## src/rtl/dmem_arbiter.sv

```systemverilog
// Data-memory arbiter: shares one single-port memory between the CPU M-stage and an external port.
// Same-cycle grant, starvation forcing for the external port, and bounded external bus-lock.
module dmem_arbiter #(
  parameter int unsigned DATA_WIDTH   = 32,
  parameter int unsigned ADDR_WIDTH   = 32,
  parameter int unsigned STARVE_LIMIT = 4,
  parameter int unsigned LOCK_MAX     = 8
) (
  input  logic                  clk_i,
  input  logic                  rst_i,
  input  logic                  cpu_req_i,
  input  logic                  cpu_we_i,
  input  logic [ADDR_WIDTH-1:0] cpu_addr_i,
  input  logic [DATA_WIDTH-1:0] cpu_wdata_i,
  output logic [DATA_WIDTH-1:0] cpu_rdata_o,
  output logic                  cpu_stall_o,
  input  logic                  ext_req_i,
  input  logic                  ext_we_i,
  input  logic                  ext_lock_i,
  input  logic [ADDR_WIDTH-1:0] ext_addr_i,
  input  logic [DATA_WIDTH-1:0] ext_wdata_i,
  output logic                  ext_gnt_o,
  output logic                  ext_rvalid_o,
  output logic [DATA_WIDTH-1:0] ext_rdata_o,
  output logic                  mem_we_o,
  output logic [ADDR_WIDTH-1:0] mem_addr_o,
  output logic [DATA_WIDTH-1:0] mem_wdata_o,
  input  logic [DATA_WIDTH-1:0] mem_rdata_i
);

  localparam int unsigned SW = $clog2(STARVE_LIMIT + 1);
  localparam int unsigned LW = $clog2(LOCK_MAX + 1);

  typedef enum logic [1:0] {StCpuPri, StExtForce, StExtLock} state_e;

  state_e                state_q, state_d;
  logic [SW-1:0]         starve_q, starve_d;
  logic [LW-1:0]         lock_q, lock_d;
  logic                  ext_rvalid_q, ext_rvalid_d;
  logic [DATA_WIDTH-1:0] ext_rdata_q, ext_rdata_d;

  logic contended;
  logic cpu_gnt;
  logic ext_gnt;
  logic lock_ok;

  // A single-grant lock window is no lock at all, so LOCK_MAX=1 never enters StExtLock.
  assign lock_ok = ext_lock_i && (LOCK_MAX > 1);

  always_comb begin
    contended = cpu_req_i & ext_req_i;
    cpu_gnt   = 1'b0;
    ext_gnt   = 1'b0;
    if (!rst_i) begin
      if (contended) begin
        ext_gnt = (state_q != StCpuPri);
        cpu_gnt = ~ext_gnt;
      end else begin
        cpu_gnt = cpu_req_i;
        ext_gnt = ext_req_i;
      end
    end
  end

  always_comb begin
    mem_we_o    = 1'b0;
    mem_addr_o  = '0;
    mem_wdata_o = '0;
    if (ext_gnt) begin
      mem_we_o    = ext_we_i;
      mem_addr_o  = ext_addr_i;
      mem_wdata_o = ext_wdata_i;
    end else if (cpu_gnt) begin
      mem_we_o    = cpu_we_i;
      mem_addr_o  = cpu_addr_i;
      mem_wdata_o = cpu_wdata_i;
    end
  end

  assign ext_gnt_o    = ext_gnt;
  assign cpu_stall_o  = cpu_req_i & ~cpu_gnt & ~rst_i;
  assign cpu_rdata_o  = mem_rdata_i;
  assign ext_rvalid_o = ext_rvalid_q;
  assign ext_rdata_o  = ext_rdata_q;

  always_comb begin
    state_d  = state_q;
    starve_d = starve_q;
    lock_d   = lock_q;
    case (state_q)
      StCpuPri: begin
        if (contended) begin
          if (starve_q != SW'(STARVE_LIMIT)) starve_d = starve_q + SW'(1);
          if (starve_d == SW'(STARVE_LIMIT)) state_d = StExtForce;
        end else if (ext_gnt) begin
          starve_d = '0;
          if (lock_ok) begin
            state_d = StExtLock;
            lock_d  = LW'(1);
          end
        end else if (!ext_req_i) begin
          starve_d = '0;
        end
      end
      StExtForce: begin
        // Here the external port is either granted or idle; both clear starvation.
        starve_d = '0;
        if (ext_gnt && lock_ok) begin
          state_d = StExtLock;
          lock_d  = LW'(1);
        end else begin
          state_d = StCpuPri;
          lock_d  = '0;
        end
      end
      StExtLock: begin
        starve_d = '0;
        if (ext_gnt && ext_lock_i && (lock_q + LW'(1) != LW'(LOCK_MAX))) begin
          lock_d = lock_q + LW'(1);
        end else begin
          state_d = StCpuPri;
          lock_d  = '0;
        end
      end
      default: begin
        state_d  = StCpuPri;
        starve_d = '0;
        lock_d   = '0;
      end
    endcase
  end

  always_comb begin
    ext_rvalid_d = ext_gnt & ~ext_we_i;
    ext_rdata_d  = ext_rvalid_d ? mem_rdata_i : ext_rdata_q;
  end

  always_ff @(posedge clk_i) begin
    if (rst_i) begin
      state_q      <= StCpuPri;
      starve_q     <= '0;
      lock_q       <= '0;
      ext_rvalid_q <= 1'b0;
      ext_rdata_q  <= '0;
    end else begin
      state_q      <= state_d;
      starve_q     <= starve_d;
      lock_q       <= lock_d;
      ext_rvalid_q <= ext_rvalid_d;
      ext_rdata_q  <= ext_rdata_d;
    end
  end

endmodule
```

## config.mk

```make
export PLATFORM = sky130hd
export DESIGN_NAME = dmem_arbiter
export DESIGN_NICKNAME = d
export VERILOG_FILES = /design/src/rtl/dmem_arbiter.sv
export SDC_FILE = /design/constraint.sdc
export NUM_CORES = 1
export LEC_CHECK = 0
export BUFFER_PORTS_ARGS = -buffer_cell sky130_fd_sc_hd__buf_4
export CAP_MARGIN = 40
export CORE_AREA = 4 4 115 117
export DETAILED_ROUTE_END_ITERATION = 7
export DIE_AREA = 0 0 119 121
export GPL_ROUTABILITY_DRIVEN = 0
export HOLD_SLACK_MARGIN = 0.15
export SYNTH_ARGS = -nofsm -noshare
export SYNTH_HDL_FRONTEND = slang
export SYNTH_SLANG_ARGS = --single-unit
```

## constraint.sdc

```tcl
create_clock -name clk_i -period 2.15 [get_ports clk_i]
set_input_delay 0.215 -clock clk_i [delete_from_list [all_inputs] [get_ports clk_i]]
set_output_delay 0.215 -clock clk_i [all_outputs]
set_load 0.01 [all_outputs]
```

==> run_results.csv <==
group,metric,value,unit
outcome,status,"finished clean",
setup_path,worstPathRequired,2.31,ns
route,final_antenna_net_count,0,
sta,grt_setup_unrepaired,"no",
route,drt_wl_total,11.5,mm
cts,path_clk_slew,0.06,ns
pwr,p_seq_share,33.7,%
finish,final_common_cell,"buf_4",
floorplanning,dieArea,14400,um^2
cts,cts_tree,"built",
place,post-place-ws,0.148,ns
logic_synthesis,synth_compound_area_share,33.4,%
floorplanning,num_rows,41,
sta,report.final.slew_viol_count,0,
cts,h-tree-depth,2,
sta,relSlewSlack,75.8,%
grt,grt_first_pass_wirelength,16.6,mm
logic_synthesis,synth_area,2560,um^2
sta,min_period_over_period,93.4,%
floorplanning,die-width,119,um
finish,finalNonFillerCells,754,
sta,max_freq,498,MHz
floorplanning,die_h,121,um
cts,clkSinkCount,42,
logic_synthesis,postSynthCellCount,323,
logic_synthesis,synth_edf_count,0,
route,viasPerCell,4.37,
place,placement.io_buffers,298,
logic_synthesis,synthXorXnorAreaFrac,0.342,%
place,hpwlAfterDp,9.65,mm
floorplanning,core,12400,um^2
finish,finalNetCount,751,
cts,cts_buffers,5,
setup_path,reg2reg_slack,0.14,ns
setup_path,reg2reg_depth,6,
cts,cts.hold.buffers_added,0,
min_path,hold_depth,3,
finish,n_antenna_cell,0,
cts,cts-root-buf,"clkbuf_16",
sta,setup_tns,0,ns
cts,cts.repair.resized,0,
floorplanning,start_util,20.7,%
sta,worst_slew_pin_slew,0.363,ns
logic_synthesis,yosys_warnings,0,
logic_synthesis,yosysSeqAreaShare,32.9,%
finish,multi_input_area,1360,um^2
setup_path,rr_startpoint,"starve_q[0]",
pwr,p_switching,629,uW
pwr,ir_drop,274,uV
setup_path,critPathMaxFanout,6,
grt,grt_use_total,14.1,%
cts,clk_path_buf_depth,2,
route,wl_per_cell,15.3,um
cts,clkLatencyLatePin,0.27,ns
pwr,p_clk_share,33.2,%
setup_path,crit_chain,"inv_1 > ha_1 > or3b_1 > a311o_1 > nor2b_4 > o32a_1",
setup_path,reg2reg_to,"state_q[1]",
setup_path,path_class,"flop to flop",
sta,setup_ws,0.141,ns
logic_synthesis,synthSimpleGateAreaFrac,17.3,%
sta,setup_viol,0,
grt,grt_antenna_before_repair,0,
setup_path,cp_data_arrival_time,2.17,ns
logic_synthesis,synth_fp_nets,493,
min_path,holdPathEnd,"ext_rdata_o[2]",
finish,drive_above_1_share,55.0,%
route,remaining_drc_errors,0,
logic_synthesis,ys_ff_latch,42,
logic_synthesis,synth_ff_type,"dfxtp_1",
min_path,hold_start,"mem_rdata_i[2]",
logic_synthesis,avgSynthCellArea,7.92,um^2
pwr,p_comb_share,33.0,%
setup_path,end_kind,"flop",
finish,final_cell_mix,"buf_4 (306), nand2_1 (66), a22o_1 (65)",
setup_path,slowest_stage,"dfxtp_1",
pwr,internal_power,1800,uW
pwr,cellPowerDensity,493,nW/um^2
route,via_count,3294,
setup_path,cpPeakStageDelay,0.41,ns
route,drt_iter0_drc,110,
logic_synthesis,async_flop_share,0,%
floorplanning,num_io_pins,299,
sta,post-route-min-period,2.01,ns
pwr,power.share.switching,25.9,%
cts,post-cts-setup-buffers,0,
job,maxCapViolations,0,
pwr,p_leak,0.00244,uW
place,place_inst,743,
logic_synthesis,synthAdderAreaFrac,1.47,%
sta,whs,0.196,ns
finish,regArea,841,um^2
sta,clock_skew,0.00381,ns
grt,overflow,0,
finish,area_delta_synth_final,92.6,%
grt,grt_pass1_vias,3170,
logic_synthesis,synth_top_family_by_area,"compound AO/OA/AOI/OAI gates",
setup_path,startpoint_type,"flop",
sta,finalHoldViolCount,0,
grt,grt_max_degree,50,
min_path,hp-class,"primary input to flop",
logic_synthesis,muxShareOfSynthArea,0,%
finish,n_fill_cell,1256,
route,first_pass_iters,4,
logic_synthesis,yosys.cell_types.count,33,
[worst max path at each step]
stage / cells after the start / end / startpoint
finish: 6 / state_q[1] / starve_q[0]
global route: 5 / mem_addr_o[20] / state_q[1]
CTS: 5 / mem_addr_o[25] / state_q[1]
detailed placement: 6 / state_q[1] / starve_q[0]
global placement: 6 / state_q[1] / starve_q[0]
floorplan: 6 / state_q[1] / starve_q[0]
[worst max-delay path, delay by kind of cell, from the launching register on]
kind	cells	cell delay, ns
AOI/OAI and AO/OA	2	0.67
DFF	1	0.41
buffers and inverters	1	0.07
adders and majority gates	1	0.23
and+or+nand+nor	2	0.52
[area by class of cell]
cell class | count | area share (%)
clock buffers | 8 | 3.38
inverters | 8 | 0.610
multi-input cells | 217 | 27.5
flip-flops and latches | 42 | 17.1
well taps | 172 | 4.37
repair buffers | 307 | 47.1
[power by group through the flow]
stage	clock [uW]	combinational [uW]	sequential, uW
floorplan	0	323	841
global placement	0	797	835
detailed placement	0	801	836
CTS	845	803	819
global route	870	860	822
finish	807	802	819
[through the flow]
step | total power (uW) | utilization (%) | instance area [um^2]
after floorplan | 1160 | - | 2560
after global placement | 1630 | 38.3 | 4740
after detailed placement | 1640 | 38.3 | 4740
after CTS | 2470 | 39.7 | 4900
after global routing | 2550 | 39.8 | 4920
final | 2430 | 39.8 | 4920
[flip-flops by register name (all words and copies together) (netlist names)]
register	cells
state_q	2
lock_q	4
starve_q	3
ext_rvalid_o	1
ext_rdata_o	32
[cells by family after synthesis]
family	after synthesis
adders and majority gates	3
buffers and inverters	64
and+or+nand+nor	98
AOI/OAI and AO/OA	115
DFF	42
xor gates and xnor gates	1
[synthesized netlist by cell type, drive strengths merged (3+ instances only)]
master | instances | area share, %
a21oi | 36 | 7.0
ha | 3 | 1.5
nor3 | 4 | 0.78
nor2 | 10 | 1.5
dfxtp | 42 | 33
o21ai | 4 | 0.78
a22o | 65 | 22
nand2b | 3 | 0.73
nand3b | 3 | 0.88
inv | 8 | 1.2
clkbuf | 10 | 1.5
buf | 46 | 12
nand2 | 66 | 9.7
[layer usage]
metal,up-vias,routed length (um),global-route usage [%]
li1,1640,-,-
met1,1504,4640,17.4
met2,144,6050,25.6
met3,6,732,3.03
met4,0,80,2.39
met5,-,0,0
(Power assumes the default switching activity.)
